<file path="src/rtl/matrix_add_sub_unit_pkg.sv">
// ---------------------------------------------------------------------------
// matrix_pkg : shared matrix geometry, engine opcodes and unit state encoding
// Revision   : 1.0
// ---------------------------------------------------------------------------
`default_nettype none

package matrix_pkg;

  localparam int ELEM_W = 16;
  localparam int DIM    = 4;
  localparam int BUS_W  = 256;
  localparam int ROW_W  = DIM * ELEM_W;
  localparam int CNT_W  = $clog2(DIM);

  localparam logic [3:0] SUM = 4'b0001;
  localparam logic [3:0] SUB = 4'b0010;

  typedef enum logic [1:0] {
    IDLE   = 2'd0,
    HAVE_A = 2'd1,
    CALC   = 2'd2,
    DONE   = 2'd3
  } state_e;

endpackage

`default_nettype wire

</file>
<file path="src/rtl/matrix_add_sub_unit_row_add_sub.sv">
// ---------------------------------------------------------------------------
// row_add_sub : one matrix row of DIM wrap-around add/sub lanes with overflow
// Revision    : 1.0
// ---------------------------------------------------------------------------
`default_nettype none

module row_add_sub
  import matrix_pkg::*;
(
  input  logic [ROW_W-1:0] a_row,
  input  logic [ROW_W-1:0] b_row,
  input  logic             sub,
  output logic [ROW_W-1:0] sum_row,
  output logic [DIM-1:0]   ovf
);

  for (genvar i = 0; i < DIM; i++) begin : g_lane
    logic [ELEM_W-1:0] a;
    logic [ELEM_W-1:0] b;
    logic [ELEM_W-1:0] s;

    assign a = a_row[i*ELEM_W +: ELEM_W];
    assign b = b_row[i*ELEM_W +: ELEM_W];
    assign s = sub ? (a - b) : (a + b);
    assign sum_row[i*ELEM_W +: ELEM_W] = s;
    // Subtraction overflows when operand signs differ, addition when they agree.
    assign ovf[i] = (sub ? (a[ELEM_W-1] != b[ELEM_W-1]) : (a[ELEM_W-1] == b[ELEM_W-1]))
                    && (s[ELEM_W-1] != a[ELEM_W-1]);
  end

endmodule

`default_nettype wire

</file>
<file path="src/rtl/matrix_add_sub_unit.sv">
// ---------------------------------------------------------------------------
// matrix_add_sub_unit : 4x4 element-wise add/sub, one row per cycle
// Revision            : 1.0
// ---------------------------------------------------------------------------
`default_nettype none

module matrix_add_sub_unit
  import matrix_pkg::*;
(
  input  logic             clk,
  input  logic             rst,
  input  logic [BUS_W-1:0] dataInBus,
  input  logic             ldEn,
  input  logic             subSel,
  input  logic             resAck,
  output logic [BUS_W-1:0] dataOut,
  output logic             resValid,
  output logic             busy,
  output logic             ovfl
);

  state_e             state_q,   state_d;
  logic [CNT_W-1:0]   row_cnt_q, row_cnt_d;
  logic [BUS_W-1:0]   a_q,       a_d;
  logic [BUS_W-1:0]   b_q,       b_d;
  logic [BUS_W-1:0]   res_q,     res_d;
  logic [BUS_W-1:0]   dout_q,    dout_d;
  logic [3:0]         op_q,      op_d;
  logic               ovfl_q,    ovfl_d;

  logic [ROW_W-1:0]   a_row_w;
  logic [ROW_W-1:0]   b_row_w;
  logic [ROW_W-1:0]   sum_row_w;
  logic [DIM-1:0]     lane_ovf_w;

  assign a_row_w = a_q[row_cnt_q*ROW_W +: ROW_W];
  assign b_row_w = b_q[row_cnt_q*ROW_W +: ROW_W];

  row_add_sub u_row (
    .a_row   (a_row_w),
    .b_row   (b_row_w),
    .sub     (op_q == SUB),
    .sum_row (sum_row_w),
    .ovf     (lane_ovf_w)
  );

  always_comb begin
    state_d   = state_q;
    row_cnt_d = row_cnt_q;
    a_d       = a_q;
    b_d       = b_q;
    res_d     = res_q;
    dout_d    = dout_q;
    op_d      = op_q;
    ovfl_d    = ovfl_q;
    case (state_q)
      IDLE: begin
        if (ldEn) begin
          a_d     = dataInBus;
          ovfl_d  = 1'b0;
          state_d = HAVE_A;
        end
      end
      HAVE_A: begin
        if (ldEn) begin
          b_d       = dataInBus;
          op_d      = subSel ? SUB : SUM;
          row_cnt_d = '0;
          state_d   = CALC;
        end
      end
      CALC: begin
        res_d[row_cnt_q*ROW_W +: ROW_W] = sum_row_w;
        ovfl_d    = ovfl_q | (|lane_ovf_w);
        row_cnt_d = row_cnt_q + 1'b1;
        // The last row is merged in here so dataOut never sees a partial matrix.
        if (row_cnt_q == CNT_W'(DIM-1)) begin
          dout_d  = res_d;
          state_d = DONE;
        end
      end
      DONE: begin
        if (resAck) state_d = IDLE;
      end
      default: state_d = IDLE;
    endcase
  end

  always_ff @(posedge clk) begin
    if (rst) begin
      state_q   <= IDLE;
      row_cnt_q <= '0;
      a_q       <= '0;
      b_q       <= '0;
      res_q     <= '0;
      dout_q    <= '0;
      op_q      <= SUM;
      ovfl_q    <= 1'b0;
    end else begin
      state_q   <= state_d;
      row_cnt_q <= row_cnt_d;
      a_q       <= a_d;
      b_q       <= b_d;
      res_q     <= res_d;
      dout_q    <= dout_d;
      op_q      <= op_d;
      ovfl_q    <= ovfl_d;
    end
  end

  assign dataOut  = dout_q;
  assign resValid = (state_q == DONE);
  assign busy     = (state_q == CALC) || (state_q == DONE);
  assign ovfl     = ovfl_q;

endmodule

`default_nettype wire

</file>
<file path="config.mk">
export PLATFORM = sky130hd
export DESIGN_NAME = matrix_add_sub_unit
export DESIGN_NICKNAME = d
export VERILOG_FILES = /design/src/rtl/matrix_add_sub_unit_pkg.sv /design/src/rtl/matrix_add_sub_unit_row_add_sub.sv /design/src/rtl/matrix_add_sub_unit.sv
export SDC_FILE = /design/constraint.sdc
export NUM_CORES = 2
export LEC_CHECK = 0
export BUFFER_PORTS_ARGS = -buffer_cell sky130_fd_sc_hd__buf_4
export CAP_MARGIN = 20
export CORE_UTILIZATION = 58
export DETAILED_ROUTE_END_ITERATION = 16
export PLACE_DENSITY = 0.79
export SYNTH_ARGS = -nofsm -noshare
export SYNTH_HDL_FRONTEND = slang
export SYNTH_HIERARCHICAL = 1
export SYNTH_SLANG_ARGS = --single-unit
</file>
<file path="constraint.sdc">
create_clock -name clk -period 6.74 [get_ports clk]
set_input_delay 0.337 -clock clk [delete_from_list [all_inputs] [get_ports clk]]
set_output_delay 0.337 -clock clk [all_outputs]
set_load 0.02 [all_outputs]
</file>
* Yosys cells after proc, flatten, opt, wreduce, memory -nomap -nowiden
Index checks and enable logic that the tools add are counted.
** Cells by class
- Add/sub/neg operators :: 10
- Equality and inequality tests :: 21
- Shifts and indexed selects :: 4
- Mux-type cells :: 19
- Bitwise gates (word level) :: 1
- Reductions and logical operators :: 15
** Operators with widths (number)
- 256-bit by 9-bit indexed part select with 64-bit output :: 2
- 256-bit bitwise mux :: 1
- 64-bit by 34-bit variable shift with 256-bit output (first input constant) :: 1
- 64-bit by 34-bit indexed part select with 256-bit output :: 1
- 16-bit adder :: 4
- 16-bit two-way mux :: 4
- 16-bit subtractor :: 4
- 8-bit negator with 34-bit output :: 1
- 2-bit two-way mux :: 6
- 2-bit AND reduction :: 5
- 1-bit != test :: 8
- 2-bit != test (second input constant) :: 4
- 2-bit one-hot mux with 4 select lines :: 1
- 2-bit equality test (second input constant) :: 3
- 1-bit two-way mux :: 5
- 1-bit equality test :: 4
- 4-bit by 2-bit equality test with 1-bit output (second input constant) :: 1
- 1-bit logical AND :: 4
- 2-bit one-hot mux with 2 select lines :: 1
- 4-bit AND reduction :: 1
- 2-bit nonzero test :: 2
- 4-bit OR reduction :: 1
- 2-bit by 1-bit adder with 2-bit output (second input constant) :: 1
- 2-bit by 1-bit equality test with 1-bit output (second input constant) :: 1
- other kinds (4) :: 4
** Storage, ports and cells
- Bits in registers :: 1033
- Bits of input ports :: 261
- Output and inout bits :: 259
- Logic and storage cells :: 78

* Longest topological paths before layout
- Word-level depth :: 8
- Gate-level depth with buffers :: 23
- Mapped depth without buffers :: 19

* Cells and area by module
The synthesis kept the hierarchy.
** By module, submodules not included
- matrix_add_sub_unit :: times used 1, cells each 4392, area each 39324.0 µm², seq. area each 19358.6 µm²
- row_add_sub :: times used 1, cells each 595, area each 4172.8 µm², seq. area each 0.0 µm²

* Worst setup path before layout
Ideal clock, no wire load.
- Path type :: reg-to-reg
- Start :: reg row_cnt_q[0]
- End :: reg ovfl_q (netlist: ovfl)
- Library setup time :: 0.131 ns
- Arrival time :: 4.892 ns
- Required time :: 6.609 ns
- Path slack :: 1.717 ns
- Cell stages (with the launch flop) :: 23
- Buffers on the path :: 3
- Period minus slack after synthesis :: 5.023 ns
- Cells stage by stage :: dfxtp_1 buf_4 buf_6 buf_6 mux4_2 inv_1 ha_1 nor2b_1 nand3_1 or4_1 o31ai_1 xor2_1 ha_1 and3_4 and4b_1 a211o_1 a221oi_4 xor2_1 or3_2 a31oi_1 or4_1 a21oi_1 nor3_1
** Between the ends
- Cells in the longest elaborated chain, start to end :: 8
- Elaborated cells on any way between the ends :: 37
- Those cells by class :: add/sub: 8; eq/ne: 12; shift: 2; mux: 9; bitwise: 1; reduce/logical: 5
** Ends and longest elaborated chain
- from (decl) :: line matrix_add_sub_unit.sv:23 : logic [CNT_W-1:0] row_cnt_q, row_cnt_d;
- from (signal assigned) :: line matrix_add_sub_unit.sv:101 : row_cnt_q <= row_cnt_d;
- 256-bit by 9-bit indexed part select with 64-bit output (*) :: line matrix_add_sub_unit.sv:37 : assign b_row_w = b_q[row_cnt_q*ROW_W +: ROW_W];
- via b_row_w[33] :: line matrix_add_sub_unit.sv:32 : logic [ROW_W-1:0] b_row_w;
- 16-bit adder or 16-bit subtractor (tied branches) :: line matrix_add_sub_unit_row_add_sub.sv:24 : assign s = sub ? (a - b) : (a + b);
- 16-bit two-way mux (*) :: line matrix_add_sub_unit_row_add_sub.sv:24
- 1-bit != test (*) :: line matrix_add_sub_unit_row_add_sub.sv:28 : && (s[ELEM_W-1] != a[ELEM_W-1]);
- 1-bit logical AND (*) :: line matrix_add_sub_unit_row_add_sub.sv:28
- via lane_ovf_w[2] :: line matrix_add_sub_unit.sv:34 : logic [DIM-1:0] lane_ovf_w;
- 4-bit OR reduction (*) :: line matrix_add_sub_unit.sv:74 : ovfl_d = ovfl_q | (|lane_ovf_w);
- 1-bit OR (*) :: line matrix_add_sub_unit.sv:74
- 1-bit one-hot mux with 2 select lines (*) :: line matrix_add_sub_unit.sv:56 : case (state_q)
- to (signal assigned) :: line matrix_add_sub_unit.sv:107 : ovfl_q <= ovfl_d;
- to (decl) :: line matrix_add_sub_unit.sv:29 : logic ovfl_q, ovfl_d;
Mark *: on every way through the listed nets, which the timed path passes. The rest lies on a longest branch.
A chain may end at the register's enable or synchronous reset.

* Final worst setup path
Same ends and word-level chain as after synthesis.

==> flow_summary.html <==
<table>
<tr><th>Metric</th><th>Value</th></tr>
<tr><th colspan="2">Run</th></tr>
<tr><td># Max-Cap Violations</td><td>0</td></tr>
<tr><th colspan="2">GRT</th></tr>
<tr><td>Antenna violations before repair</td><td>9</td></tr>
<tr><td>First-pass GRT wire length</td><td>218000 um</td></tr>
<tr><td>Global-route usage over all layers</td><td>0.366</td></tr>
<tr><td>Global-route congestion overflow total</td><td>0</td></tr>
<tr><td>Pin count of the biggest net entering global routing</td><td>roughly 200</td></tr>
<tr><td>Number of global-route vias before repair</td><td>between 30000 and 40000</td></tr>
<tr><th colspan="2">Worst setup path</th></tr>
<tr><td>Stage delay of the slowest cell on the critical path</td><td>~0.77 ns</td></tr>
<tr><td>Arrival time of data at the critical path endpoint</td><td>~6.4 ns</td></tr>
<tr><td>Kind of start point of the critical path</td><td>flop</td></tr>
<tr><td>Worst-path fanout max</td><td>30</td></tr>
<tr><td>Nature of the critical path endpoint</td><td>flop</td></tr>
<tr><td>Critical-path cell with the highest stage delay</td><td>sky130_fd_sc_hd__dfxtp_4</td></tr>
<tr><td>Data required, critical path</td><td>between 7 and 8 ns</td></tr>
<tr><td>Critical path start-end classification</td><td>flop to flop</td></tr>
<tr><td>Sequence of cells on the critical path</td><td>buf_4 -&gt; mux4_2 -&gt; or3_1 -&gt; nor3_1 -&gt; a21oi_1 -&gt; xnor2_1 -&gt; ha_1 -&gt; a21o_1 -&gt; a31oi_1 -&gt; nor2_1 -&gt; a211oi_1 -&gt; nand2_1 -&gt; a2bb2oi_1 -&gt; o221ai_1 -&gt; or4_1 -&gt; a21oi_1 -&gt; nor3_1</td></tr>
<tr><th colspan="2">Routing</th></tr>
<tr><td>Via-per-instance ratio</td><td>roughly 6.3</td></tr>
<tr><td>Number of DRC violations after detailed routing</td><td>0</td></tr>
<tr><td>Vias</td><td>about 41000</td></tr>
<tr><td>DR WL/cell</td><td>about 22 um</td></tr>
<tr><td>Total iterations of the first detailed-routing run</td><td>8</td></tr>
<tr><td>Detailed Route WL</td><td>144000 um</td></tr>
<tr><td>Iteration-0 DRC count of the detailed router</td><td>just over 5000</td></tr>
<tr><td>Number of nets with antenna violations after detailed routing</td><td>0</td></tr>
<tr><th colspan="2">Timing</th></tr>
<tr><td>Final-layout setup total negative slack</td><td>0 ns</td></tr>
<tr><td>Worst-case clock skew</td><td>between 0.03 and 0.04 ns</td></tr>
<tr><td>Setup repair after global routing missed its margin</td><td>no</td></tr>
<tr><td>Top achievable clock speed</td><td>around 170 MHz</td></tr>
<tr><td>Final min period</td><td>between 5 and 6 ns</td></tr>
<tr><td>Final cycle utilization of the critical path</td><td>0.878</td></tr>
<tr><td>Slew HR</td><td>0.160</td></tr>
<tr><td>Fin. max-slew vios</td><td>0</td></tr>
<tr><td>Setup violations, final</td><td>0</td></tr>
<tr><td>Final Hold Vio Count</td><td>0</td></tr>
<tr><td>Slew at the pin closest to its max-slew limit</td><td>around 1.3 ns</td></tr>
<tr><th colspan="2">Final layout</th></tr>
<tr><td>Synth-to-Final Area Change</td><td>21.2%</td></tr>
<tr><td>Leading cell types in the layout, fill and taps excluded</td><td>1182 x sky130_fd_sc_hd__nand2_1, 965 x sky130_fd_sc_hd__dfxtp_1, 708 x sky130_fd_sc_hd__a21oi_1, 564 x sky130_fd_sc_hd__buf_4, 315 x sky130_fd_sc_hd__nor2_1</td></tr>
<tr><td>Filler cell count</td><td>5532</td></tr>
<tr><td>Commonest non-fill, non-tap cell in the layout</td><td>sky130_fd_sc_hd__nand2_1</td></tr>
<tr><td>Final-stage net count</td><td>5827</td></tr>
<tr><td>Fraction of final layout cells with drive strength greater than 1</td><td>0.182</td></tr>
<tr><td>Area of the multi-input gates</td><td>~22000 um^2</td></tr>
<tr><td>Register area</td><td>around 19000 um^2</td></tr>
<tr><td>Share of the core filled with cells in the final layout</td><td>0.709</td></tr>
<tr><th colspan="2">Placement</th></tr>
<tr><td>Half-perimeter wire length of the detailed placement result</td><td>84600 um</td></tr>
<tr><td>Final Wtd Congestion</td><td>0.881</td></tr>
<tr><td># port buffers</td><td>between 500 and 600</td></tr>
<tr><th colspan="2">Clock network</th></tr>
<tr><td>Clock slew at reported path FFs</td><td>~0.07 ns</td></tr>
<tr><td>Total clock buffers created by CTS</td><td>95</td></tr>
<tr><td>Clock network latency to the later pin of the worst-skew pair</td><td>about 0.66 ns</td></tr>
<tr><td>CTS Root Cell</td><td>sky130_fd_sc_hd__clkbuf_16</td></tr>
<tr><td>Depth of the CTS H-tree</td><td>3</td></tr>
<tr><td>Worst-case clock buffer depth</td><td>3</td></tr>
<tr><td>TritonCTS clock tree</td><td>yes</td></tr>
<tr><td>Number of gates resized after cts</td><td>0</td></tr>
<tr><td>Total clock sinks</td><td>between 900 and 1000</td></tr>
<tr><th colspan="2">Worst hold path</th></tr>
<tr><td>Path type of the worst min-delay path</td><td>input port to flop</td></tr>
<tr><th colspan="2">Synth</th></tr>
<tr><td>Post-synth top area share</td><td>0.445</td></tr>
<tr><td>Number of flops mapped to enable cells by yosys</td><td>0</td></tr>
<tr><td>Number of synthesized register bits</td><td>~970</td></tr>
<tr><td>Register area share after synthesis</td><td>0.445</td></tr>
<tr><td>Cell type with the highest aggregate area in the netlist</td><td>sky130_fd_sc_hd__dfxtp_1</td></tr>
<tr><td>Synth cell types</td><td>72</td></tr>
<tr><td>Most used flip-flop cell after synthesis</td><td>sky130_fd_sc_hd__dfxtp_1</td></tr>
<tr><td>Synthesized Nets</td><td>5326</td></tr>
<tr><td>Synthesized area per cell</td><td>8.72 um^2</td></tr>
<tr><td>Synth async-reset ratio</td><td>0</td></tr>
<tr><td>Ranking of synthesized cells by area</td><td>sky130_fd_sc_hd__dfxtp_1 45%, sky130_fd_sc_hd__nand2_1 10%, sky130_fd_sc_hd__a21oi_1 8.1%</td></tr>
<tr><td>Post-Syn Area</td><td>43500 um^2</td></tr>
<tr><td>Synthesized instance count</td><td>around 5000</td></tr>
<tr><td>Warnings from Yosys</td><td>6</td></tr>
<tr><th colspan="2">Power and ir drop</th></tr>
<tr><td>Largest voltage drop on the vdd net</td><td>roughly 0.42 mV</td></tr>
<tr><td>Static leakage</td><td>slightly above 20 nW</td></tr>
<tr><td>Power Density</td><td>439 nW/um^2</td></tr>
<tr><th colspan="2">Die</th></tr>
<tr><td>Die area</td><td>~76000 um^2</td></tr>
<tr><td>Initial core utilization</td><td>0.585</td></tr>
<tr><td>Die Y</td><td>276 um</td></tr>
<tr><td>Core Rows</td><td>100</td></tr>
<tr><td>Core area</td><td>approximately 74000 um^2</td></tr>
<tr><td>Number of top-level design ports</td><td>520</td></tr>
<tr><td>Horizontal extent of the die</td><td>276 um</td></tr>
<tr><th colspan="2">Outcome</th></tr>
<tr><td>Status</td><td>completed</td></tr>
</table>
path summary, 6_finish.rpt:
kind,startpoint,cells past startpoint,endpoint,slack (ns)
max,row_cnt_q[0],17,ovfl,0.82
min,resAck,4,state_q[0],0.16
max reg2reg,row_cnt_q[0],17,ovfl,0.82
min reg2reg,res_q[97],2,res_q[97],0.45
sequential cells by signal, summed over array words and instances (netlist names):
register / flops
a_q: 256
row_cnt_q: 2
res_q: 192
state_q: 2
op_q: 2
dataOut: 256
b_q: 256
ovfl: 1
synth_stat cells, types with 21 or more instances:
| library cell | number |
|---|---|
| sky130_fd_sc_hd__o21ai_0 | 29 |
| sky130_fd_sc_hd__buf_4 | 27 |
| sky130_fd_sc_hd__xor2_1 | 26 |
| sky130_fd_sc_hd__ha_1 | 74 |
| sky130_fd_sc_hd__nor2_1 | 315 |
| sky130_fd_sc_hd__dfxtp_1 | 967 |
| sky130_fd_sc_hd__a221oi_2 | 60 |
| sky130_fd_sc_hd__a311oi_1 | 128 |
| sky130_fd_sc_hd__nor3_1 | 156 |
| sky130_fd_sc_hd__a21oi_1 | 708 |
| sky130_fd_sc_hd__buf_6 | 43 |
| sky130_fd_sc_hd__mux4_2 | 128 |
| sky130_fd_sc_hd__and2b_1 | 26 |
| sky130_fd_sc_hd__clkbuf_1 | 153 |
| sky130_fd_sc_hd__nor2b_1 | 114 |
| sky130_fd_sc_hd__nand3_1 | 145 |
| sky130_fd_sc_hd__nor3_2 | 60 |
| sky130_fd_sc_hd__nand2_1 | 1186 |
| sky130_fd_sc_hd__a32oi_1 | 65 |
| sky130_fd_sc_hd__buf_1 | 21 |
| sky130_fd_sc_hd__inv_1 | 50 |
| sky130_fd_sc_hd__a22o_1 | 64 |
| sky130_fd_sc_hd__buf_2 | 186 |
| sky130_fd_sc_hd__xnor2_1 | 86 |
kinds of logic (layout without fill, tap and decap cells):
logic type / Yosys count / count (layout) / share of synthesized area
other: 0 / 11 / 0
XOR/XNOR: 112 / 112 / 0.0226
multiplexers: 138 / 138 / 0.0686
buffers and inverters: 483 / 1056 / 0.0570
AND/OR/NAND/NOR: 2067 / 2067 / 0.210
adder cells (fa/ha/maj): 78 / 78 / 0.0231
flip-flops: 967 / 967 / 0.445
AO/OA/AOI/OAI: 1142 / 1142 / 0.174
per-layer routing:
layer  vias to the layer above  share of wire  GRT usage  wire length [um]
met5                         -        0.00017          0                25
met4                         4          0.048      0.179              6970
met3                       478           0.11     0.0765             15300
met2                      2436           0.45      0.554             65200
met1                     19600           0.39      0.497             56700
li1                      18400              -          -                 -
repair_timing:
action | 4_1_cts | 5_1_grt
buffers inserted | 0 | 0
hold endpoints to repair | 513 | 0
hold buffers | 257 | 0
worst max-delay path, delay by kind of cell (launching register included):
kind | cells | cell delay (ns)
buffers and inverters | 1 | 0.57
adder cells (fa/ha/maj) | 1 | 0.35
AND/OR/NAND/NOR | 6 | 1.73
flip-flops | 1 | 0.77
multiplexers | 1 | 0.62
AO/OA/AOI/OAI | 7 | 1.54
XOR/XNOR | 1 | 0.16
final cells by class:
| type | instances | share of cell area |
|---|---|---|
| antenna | 11 | 0.000522 |
| clock buffer | 138 | 0.0530 |
| clock inverter | 31 | 0.00518 |
| inverter | 51 | 0.00368 |
| multi-input combinational | 3537 | 0.412 |
| sequential | 967 | 0.367 |
| tap | 969 | 0.0230 |
| timing repair buffer | 836 | 0.135 |
through the flow:
| stage | instances | power [mW] | worst slack, ns | hold slack [ns] | cell area (um^2) |
|---|---|---|---|---|---|
| 2_1_floorplan | 4987 | 13.7 | 1.72 | 0.427 | 43500 |
| 3_3_place_gp | 6097 | 17.0 | 0.961 | 0.433 | 47000 |
| 3_5_place_dp | 6097 | 17.1 | 0.884 | 0.440 | 47000 |
| 4_1_cts | 6523 | 22.5 | 0.794 | 0.127 | 52600 |
| 5_1_grt | 6535 | 24.0 | 0.310 | 0.178 | 52700 |
| 6_report | 6540 | 23.1 | 0.823 | 0.157 | 52700 |
where the power goes:
part	total [mW]	internal (mW)	leakage [nW]	switching [mW]
sequential	6.72	6.33	7.85	0.396
clock	5.29	2.99	1.51	2.31
combinational	11.1	3.42	10.9	7.68
total	23.1	12.7	20.2	10.4
Power figures use the tool's default switching activity.
